$ cat src/rtl/sync_vg_pkg.sv
// Shared types and the preset timing table for the multi-mode video timing generator.
// Each mode's geometry is reduced to the counter boundaries the generator compares against.
package sync_vg_pkg;

  localparam int CNT_W = 12;

  typedef logic [CNT_W-1:0] cnt_t;

  typedef enum logic [1:0] {
    MODE_1080P60 = 2'd0,
    MODE_720P60  = 2'd1,
    MODE_480P60  = 2'd2,
    MODE_800X600 = 2'd3
  } mode_t;

  typedef struct packed {
    cnt_t h_act;
    cnt_t h_fp;
    cnt_t h_sync;
    cnt_t h_bp;
    cnt_t h_total;
    cnt_t v_act;
    cnt_t v_fp;
    cnt_t v_sync;
    cnt_t v_bp;
    cnt_t v_total;
    logic hpol;  // 1 = active-high sync
    logic vpol;
  } timing_t;

  // Region boundaries: sync is [0,*s_end), active is [*a_beg,*a_end), *_last is the wrap point.
  typedef struct packed {
    cnt_t h_last;
    cnt_t hs_end;
    cnt_t ha_beg;
    cnt_t ha_end;
    cnt_t v_last;
    cnt_t vs_end;
    cnt_t va_beg;
    cnt_t va_end;
  } geom_t;

  localparam timing_t TIMING [4] = '{
    '{12'd1920, 12'd88,  12'd44,  12'd148, 12'd2200,
      12'd1080, 12'd4,   12'd5,   12'd36,  12'd1125, 1'b1, 1'b1},
    '{12'd1280, 12'd110, 12'd40,  12'd220, 12'd1650,
      12'd720,  12'd5,   12'd5,   12'd20,  12'd750,  1'b1, 1'b1},
    '{12'd720,  12'd16,  12'd62,  12'd60,  12'd858,
      12'd480,  12'd9,   12'd6,   12'd30,  12'd525,  1'b0, 1'b0},
    '{12'd800,  12'd40,  12'd128, 12'd88,  12'd1056,
      12'd600,  12'd1,   12'd4,   12'd23,  12'd628,  1'b1, 1'b1}
  };

  function automatic timing_t get_timing(input mode_t m);
    return TIMING[m];
  endfunction

  function automatic geom_t get_geom(input mode_t m);
    timing_t t;
    geom_t   g;
    t        = get_timing(m);
    g.h_last = t.h_total - cnt_t'(1);
    g.hs_end = t.h_sync;
    g.ha_beg = t.h_sync + t.h_bp;
    g.ha_end = t.h_total - t.h_fp;
    g.v_last = t.v_total - cnt_t'(1);
    g.vs_end = t.v_sync;
    g.va_beg = t.v_sync + t.v_bp;
    g.va_end = t.v_total - t.v_fp;
    return g;
  endfunction

  // Active sync level of a mode; with polarity disabled every mode is active-high.
  function automatic logic hs_level(input mode_t m, input logic pol_en);
    return pol_en ? TIMING[m].hpol : 1'b1;
  endfunction

  function automatic logic vs_level(input mode_t m, input logic pol_en);
    return pol_en ? TIMING[m].vpol : 1'b1;
  endfunction

endpackage

$ cat src/rtl/sync_vg_cnt.sv
// Horizontal/vertical position counter pair with frame wrap, a clear input and
// combinational region decodes of the current position.
module sync_vg_cnt
  import sync_vg_pkg::*;
#(
  parameter int X_BITS = 12,
  parameter int Y_BITS = 12
) (
  input  logic              clk,
  input  logic              rstn,
  input  geom_t             geom,
  input  logic              adv,
  input  logic              clr,
  output logic [X_BITS-1:0] h,
  output logic [Y_BITS-1:0] v,
  output logic              frame_end,
  output logic              in_hs,
  output logic              in_vs,
  output logic              in_de
);

  logic line_end;

  assign line_end  = (h == X_BITS'(geom.h_last));
  assign frame_end = line_end && (v == Y_BITS'(geom.v_last));

  assign in_hs = (h < X_BITS'(geom.hs_end));
  assign in_vs = (v < Y_BITS'(geom.vs_end));
  assign in_de = (h >= X_BITS'(geom.ha_beg)) && (h < X_BITS'(geom.ha_end)) &&
                 (v >= Y_BITS'(geom.va_beg)) && (v < Y_BITS'(geom.va_end));

  // NOTE: state registers use non-blocking assignments so every flop samples pre-edge values.
  always_ff @(posedge clk or negedge rstn) begin
    if (!rstn) begin
      h <= '0;
      v <= '0;
    end else if (clr) begin
      h <= '0;
      v <= '0;
    end else if (adv) begin
      if (line_end) begin
        h <= '0;
        v <= frame_end ? '0 : v + Y_BITS'(1);
      end else begin
        h <= h + X_BITS'(1);
      end
    end
  end

endmodule

$ cat src/rtl/sync_vg_multi.sv
// Runtime-switchable video timing generator: four preset modes, frame-aligned mode
// changes, per-mode sync polarity, registered outputs one clock behind the counters.
module sync_vg_multi
  import sync_vg_pkg::*;
#(
  parameter int         X_BITS       = 12,
  parameter int         Y_BITS       = 12,
  parameter logic [1:0] DEFAULT_MODE = 2'd0,
  parameter bit         POL_EN       = 1'b1
) (
  input  logic              clk,
  input  logic              rstn,
  input  logic              en,
  input  logic [1:0]        mode_i,
  output logic [1:0]        mode_o,
  output logic              switching,
  output logic              hs_out,
  output logic              vs_out,
  output logic              de_out,
  output logic [X_BITS-1:0] x_act,
  output logic [Y_BITS-1:0] y_act,
  output logic              frame_start,
  output logic              line_start
);

  typedef enum logic {
    ST_IDLE,
    ST_RUN
  } state_t;

  localparam mode_t RST_MODE = mode_t'(DEFAULT_MODE);

  state_t            state_q;
  mode_t             mode_q;
  mode_t             pend_q;
  mode_t             mode_d;
  geom_t             geom;
  logic              live;
  logic [X_BITS-1:0] h;
  logic [Y_BITS-1:0] v;
  logic              frame_end;
  logic              in_hs;
  logic              in_vs;
  logic              in_de;

  assign geom = get_geom(mode_q);
  assign live = (state_q == ST_RUN) && en;

  // A pending mode is adopted while idle, or at the last pixel of a frame so the
  // counters wrap straight into the new table and no partial frame is produced.
  assign mode_d = ((state_q == ST_IDLE) || frame_end) ? pend_q : mode_q;

  sync_vg_cnt #(
    .X_BITS(X_BITS),
    .Y_BITS(Y_BITS)
  ) u_cnt (
    .clk      (clk),
    .rstn     (rstn),
    .geom     (geom),
    .adv      (live),
    .clr      (!live),
    .h        (h),
    .v        (v),
    .frame_end(frame_end),
    .in_hs    (in_hs),
    .in_vs    (in_vs),
    .in_de    (in_de)
  );

  always_ff @(posedge clk or negedge rstn) begin
    if (!rstn) begin
      state_q     <= ST_IDLE;
      mode_q      <= RST_MODE;
      pend_q      <= RST_MODE;
      hs_out      <= ~hs_level(RST_MODE, POL_EN);
      vs_out      <= ~vs_level(RST_MODE, POL_EN);
      de_out      <= 1'b0;
      x_act       <= '0;
      y_act       <= '0;
      frame_start <= 1'b0;
      line_start  <= 1'b0;
    end else begin
      pend_q <= mode_t'(mode_i);
      mode_q <= mode_d;

      case (state_q)
        ST_IDLE: if (en) state_q <= ST_RUN;
        ST_RUN:  if (!en) state_q <= ST_IDLE;
      endcase

      if (live) begin
        hs_out      <= in_hs ? hs_level(mode_q, POL_EN) : ~hs_level(mode_q, POL_EN);
        vs_out      <= in_vs ? vs_level(mode_q, POL_EN) : ~vs_level(mode_q, POL_EN);
        de_out      <= in_de;
        x_act       <= in_de ? h - X_BITS'(geom.ha_beg) : '0;
        y_act       <= in_de ? v - Y_BITS'(geom.va_beg) : '0;
        line_start  <= (h == '0);
        frame_start <= (h == '0) && (v == '0);
      end else begin
        // Idle syncs sit at the inactive level of the mode that is in force next cycle.
        hs_out      <= ~hs_level(mode_d, POL_EN);
        vs_out      <= ~vs_level(mode_d, POL_EN);
        de_out      <= 1'b0;
        x_act       <= '0;
        y_act       <= '0;
        line_start  <= 1'b0;
        frame_start <= 1'b0;
      end
    end
  end

  assign mode_o    = mode_q;
  assign switching = (pend_q != mode_q);

endmodule
$ cat config.mk
export PLATFORM = sky130hd
export DESIGN_NAME = sync_vg_multi
export DESIGN_NICKNAME = d
export VERILOG_FILES = /design/src/rtl/sync_vg_pkg.sv /design/src/rtl/sync_vg_cnt.sv /design/src/rtl/sync_vg_multi.sv
export SDC_FILE = /design/constraint.sdc
export NUM_CORES = 1
export LEC_CHECK = 0
export CORE_UTILIZATION = 50
export CTS_BUF_LIST = sky130_fd_sc_hd__clkbuf_2 sky130_fd_sc_hd__clkbuf_4 sky130_fd_sc_hd__clkbuf_8
export CTS_CLUSTER_SIZE = 12
export DETAILED_ROUTE_END_ITERATION = 8
export GPL_ROUTABILITY_DRIVEN = 0
export PLACE_DENSITY = 0.77
export REMOVE_ABC_BUFFERS = 1
export SYNTH_ARGS = -nofsm -noshare
export SYNTH_HDL_FRONTEND = slang
export SYNTH_HIERARCHICAL = 1
export SYNTH_SLANG_ARGS = --single-unit
export TNS_END_PERCENT = 50
$ cat constraint.sdc
create_clock -name clk -period 5.67 [get_ports clk]
set_input_delay 0.567 -clock clk [delete_from_list [all_inputs] [get_ports clk]]
set_output_delay 0.567 -clock clk [all_outputs]
set_load 0.01 [all_outputs]
==> results.md <==
* Worst IR Drop VDD at 0.0907 mV
* CTS buffer count at 9
* Worst setup margin at 1.38 ns
* #FFs+latches synth at 58
* WP data required at 5.92 ns
* Startpoint types: register
* Max_cap viols at 0
* Die H at 107 µm
* Pre-CTS WS at 1.40 ns
* Status: finished clean
* Fmax at 233 MHz
* Crit path time final at 4.29 ns
* Initial antenna violation count at 0
* Slew margin rel. at 0.449
* Vias in the first global route at 4701
* CTS tree: done
* Critical path endpoint category: register
* Worst hold path class: in2async
* Port bufs at 36
* Routed wire length at 13100 µm
* Core area at 10800 µm²
* DR vias at 4767
* Ratio of cells with drive above 1 in the final layout at 0.0668
* Routed Antenna Nets at 0
* Residual DRC at 0
* Root Buffer: clkbuf_8
* Clock Skew at 0.00687 ns
* Final core utilization at 0.581
* Mapped cell area at 5550 µm²
* Number of synthesized flops with an enable pin at 0
* IO Count at 37
* Violation count after the first detailed-route iteration at 297
* Ys flop type: dfrtp_1
* Sequential fraction of the synthesis area at 0.262
* Slew Viols, Final at 0
* TritonRoute pass-1 iters at 5
* Global route overflow at 0
* Setup CP Type: reg2reg
* Synth warnings at 6
* Setup Fix Bufs, Post-CTS at 0
* RSZ-0062 raised after global routing: no
* Htree depth at 3
* # hold bufs at CTS at 0
* Crit path DAT at 4.54 ns
* Die width at 107 µm
* Syn Inst Count at 649
* Vias per cell at 5.55
* Starting Density at 0.512
* Clock tree buffer depth at 2
* DP Wirelength at 9820 µm
* Design Power at 1040 µW
* Largest net degree at the start of global routing at 59
* CP Max Fanout at 22
* Unique masters post-synth at 72
* Clock Latency Late Sink at 0.36 ns
* Actual slew at the worst max-slew pin at 0.827 ns
* Non-filler instance count after layout at 859
* Row cnt at 38
* Die area at 11500 µm²
* ANT cells at 0
* Synthesis-to-finish area growth at 13.5%
* Pwr dens at 165 nW/µm²
* First-pass GRT wire length at 22000 µm
* Clock slew at reported path FFs at 0.07 ns
* Final Hold Fails at 0
* Fin nets at 809
* Setup-failing EPs final at 0
* Final Cycle Share at 0.757
* Clock sink total at 58
* Synth async-reset ratio at 1.00
* Routed length per instance at 15.2 µm
* GRT Total Usage at 0.245
* Sum Neg Setup Slack at 0 ns
* Post-synthesis area per instance at 8.55 µm²
* Number of placed instances, taps included at 843
* CTS resizes at 0
* Static leakage at 0.00304 µW
## synth_stat cells, types with 7 or more instances
master	n	area share
a21o_1	13	0.018
nand3_1	9	0.0081
o21ai_0	24	0.022
xor2_1	9	0.014
nor2_1	50	0.034
nand4_1	15	0.017
nor2b_1	8	0.0090
a21oi_1	38	0.034
dfrtp_1	58	0.26
ha_1	88	0.20
inv_1	101	0.068
nand2_1	36	0.024
nand2b_1	7	0.0079
xnor2_1	52	0.082
and3_1	7	0.0079
or3_1	11	0.012
clkbuf_1	7	0.0047
## cell families after synthesis
family | count (synthesis) | synth area share
AND/OR/NAND/NOR | 180 | 0.169
AO/OA/AOI/OAI | 139 | 0.170
buffers and inverters | 115 | 0.0834
adder cells (fa/ha/maj) | 90 | 0.206
XOR/XNOR | 64 | 0.107
flip-flops | 58 | 0.262
other | 2 | 0.00135
multiplexers | 1 | 0.00203
## cells in the final DEF (no fill, tap or decap), types with 4 or more instances in the layout
cell type / instances
inv_1: 101
ha_1: 88
dfrtp_1: 58
xnor2_1: 52
nor2_1: 50
a21oi_1: 38
nand2_1: 36
clkdlybuf4s50_1: 35
conb_1: 31
o21ai_0: 24
nand4_1: 15
a21o_1: 13
or3_1: 11
clkbuf_8: 10
xor2_1: 9
nand3_1: 9
nor2b_1: 8
and3_1: 7
nand2b_1: 7
o21a_1: 6
o21ai_1: 6
nor4_1: 6
a211oi_1: 6
and2_1: 5
nor3_1: 5
nand3b_1: 4
or3_2: 4
## state kept, by name (all words and copies together), names as in the netlist
register / cells
u_cnt/h: 12
frame_start: 1
y_act: 12
x_act: 12
de_out: 1
hs_out: 1
state_q: 1
u_cnt/v: 12
mode_o: 2
vs_out: 1
line_start: 1
pend_q: 2
## metal layers
metal  track usage  up-vias  part of all wire
met5             0        -                 0
met4         0.108        0             0.027
met3        0.0460       32             0.062
met2         0.414      156              0.47
met1         0.303     2259              0.44
li1              -     2320                 -
## power breakdown
group / total, µW / internal (µW) / switching [µW]
clock: 351 / 173 / 178
combinational: 264 / 111 / 153
sequential: 424 / 419 / 5.36
total: 1040 / 702 / 337
## final timing paths
check	startpoint	to	slack [ns]	depth (start not counted)
setup / recovery	mode_o[0]$_DFF_PN0_	x_act[11]$_DFF_PN0_	1.38	17
hold / removal	rstn	x_act[5]$_DFF_PN0_	0.34	2
setup reg to reg	mode_o[0]$_DFF_PN0_	x_act[11]$_DFF_PN0_	1.38	17
hold reg to reg	pend_q[0]$_DFF_PN0_	mode_o[0]$_DFF_PN0_	0.58	2
max in group asynchronous	rstn	u_cnt/h[0]$_DFFE_PN0P_	4.86	2
min in group clk	pend_q[0]$_DFF_PN0_	mode_o[0]$_DFF_PN0_	0.58	2
## critical path, cell delays in order, from the launching register on
cell and delay [ns]:
dfrtp_1 0.48, inv_1 0.20, ha_1 0.46, buf_4 0.35, inv_2 0.12, or3_1 0.41
inv_1 0.06, inv_1 0.04, ha_1 0.29, nor2b_1 0.13, o21ai_0 0.14, o211ai_1 0.10
and3_1 0.16, nand2_1 0.54, inv_1 0.30, nand2_1 0.14, a21oi_1 0.05, a31o_2 0.23
## stage by stage
step | instance area [µm²] | hold WS (ns)
6_report | 6300 | 0.345
2_1_floorplan | 5580 | 0.271
3_5_place_dp | 6120 | 0.554
3_3_place_gp | 6120 | 0.539
5_1_grt | 6300 | 0.417
4_1_cts | 6300 | 0.379
## layout make-up
| class | count | area (µm²) |
|---|---|---|
| timing repair buffer | 38 | 370 |
| inverter | 102 | 383 |
| fill | 942 | 4540 |
| sequential | 58 | 1450 |
| clock inverter | 5 | 30.0 |
| clock buffer | 11 | 145 |
| multi-input combinational | 505 | 3740 |
| tap | 140 | 175 |
Note: power is estimated with default switching activity, not from simulation.
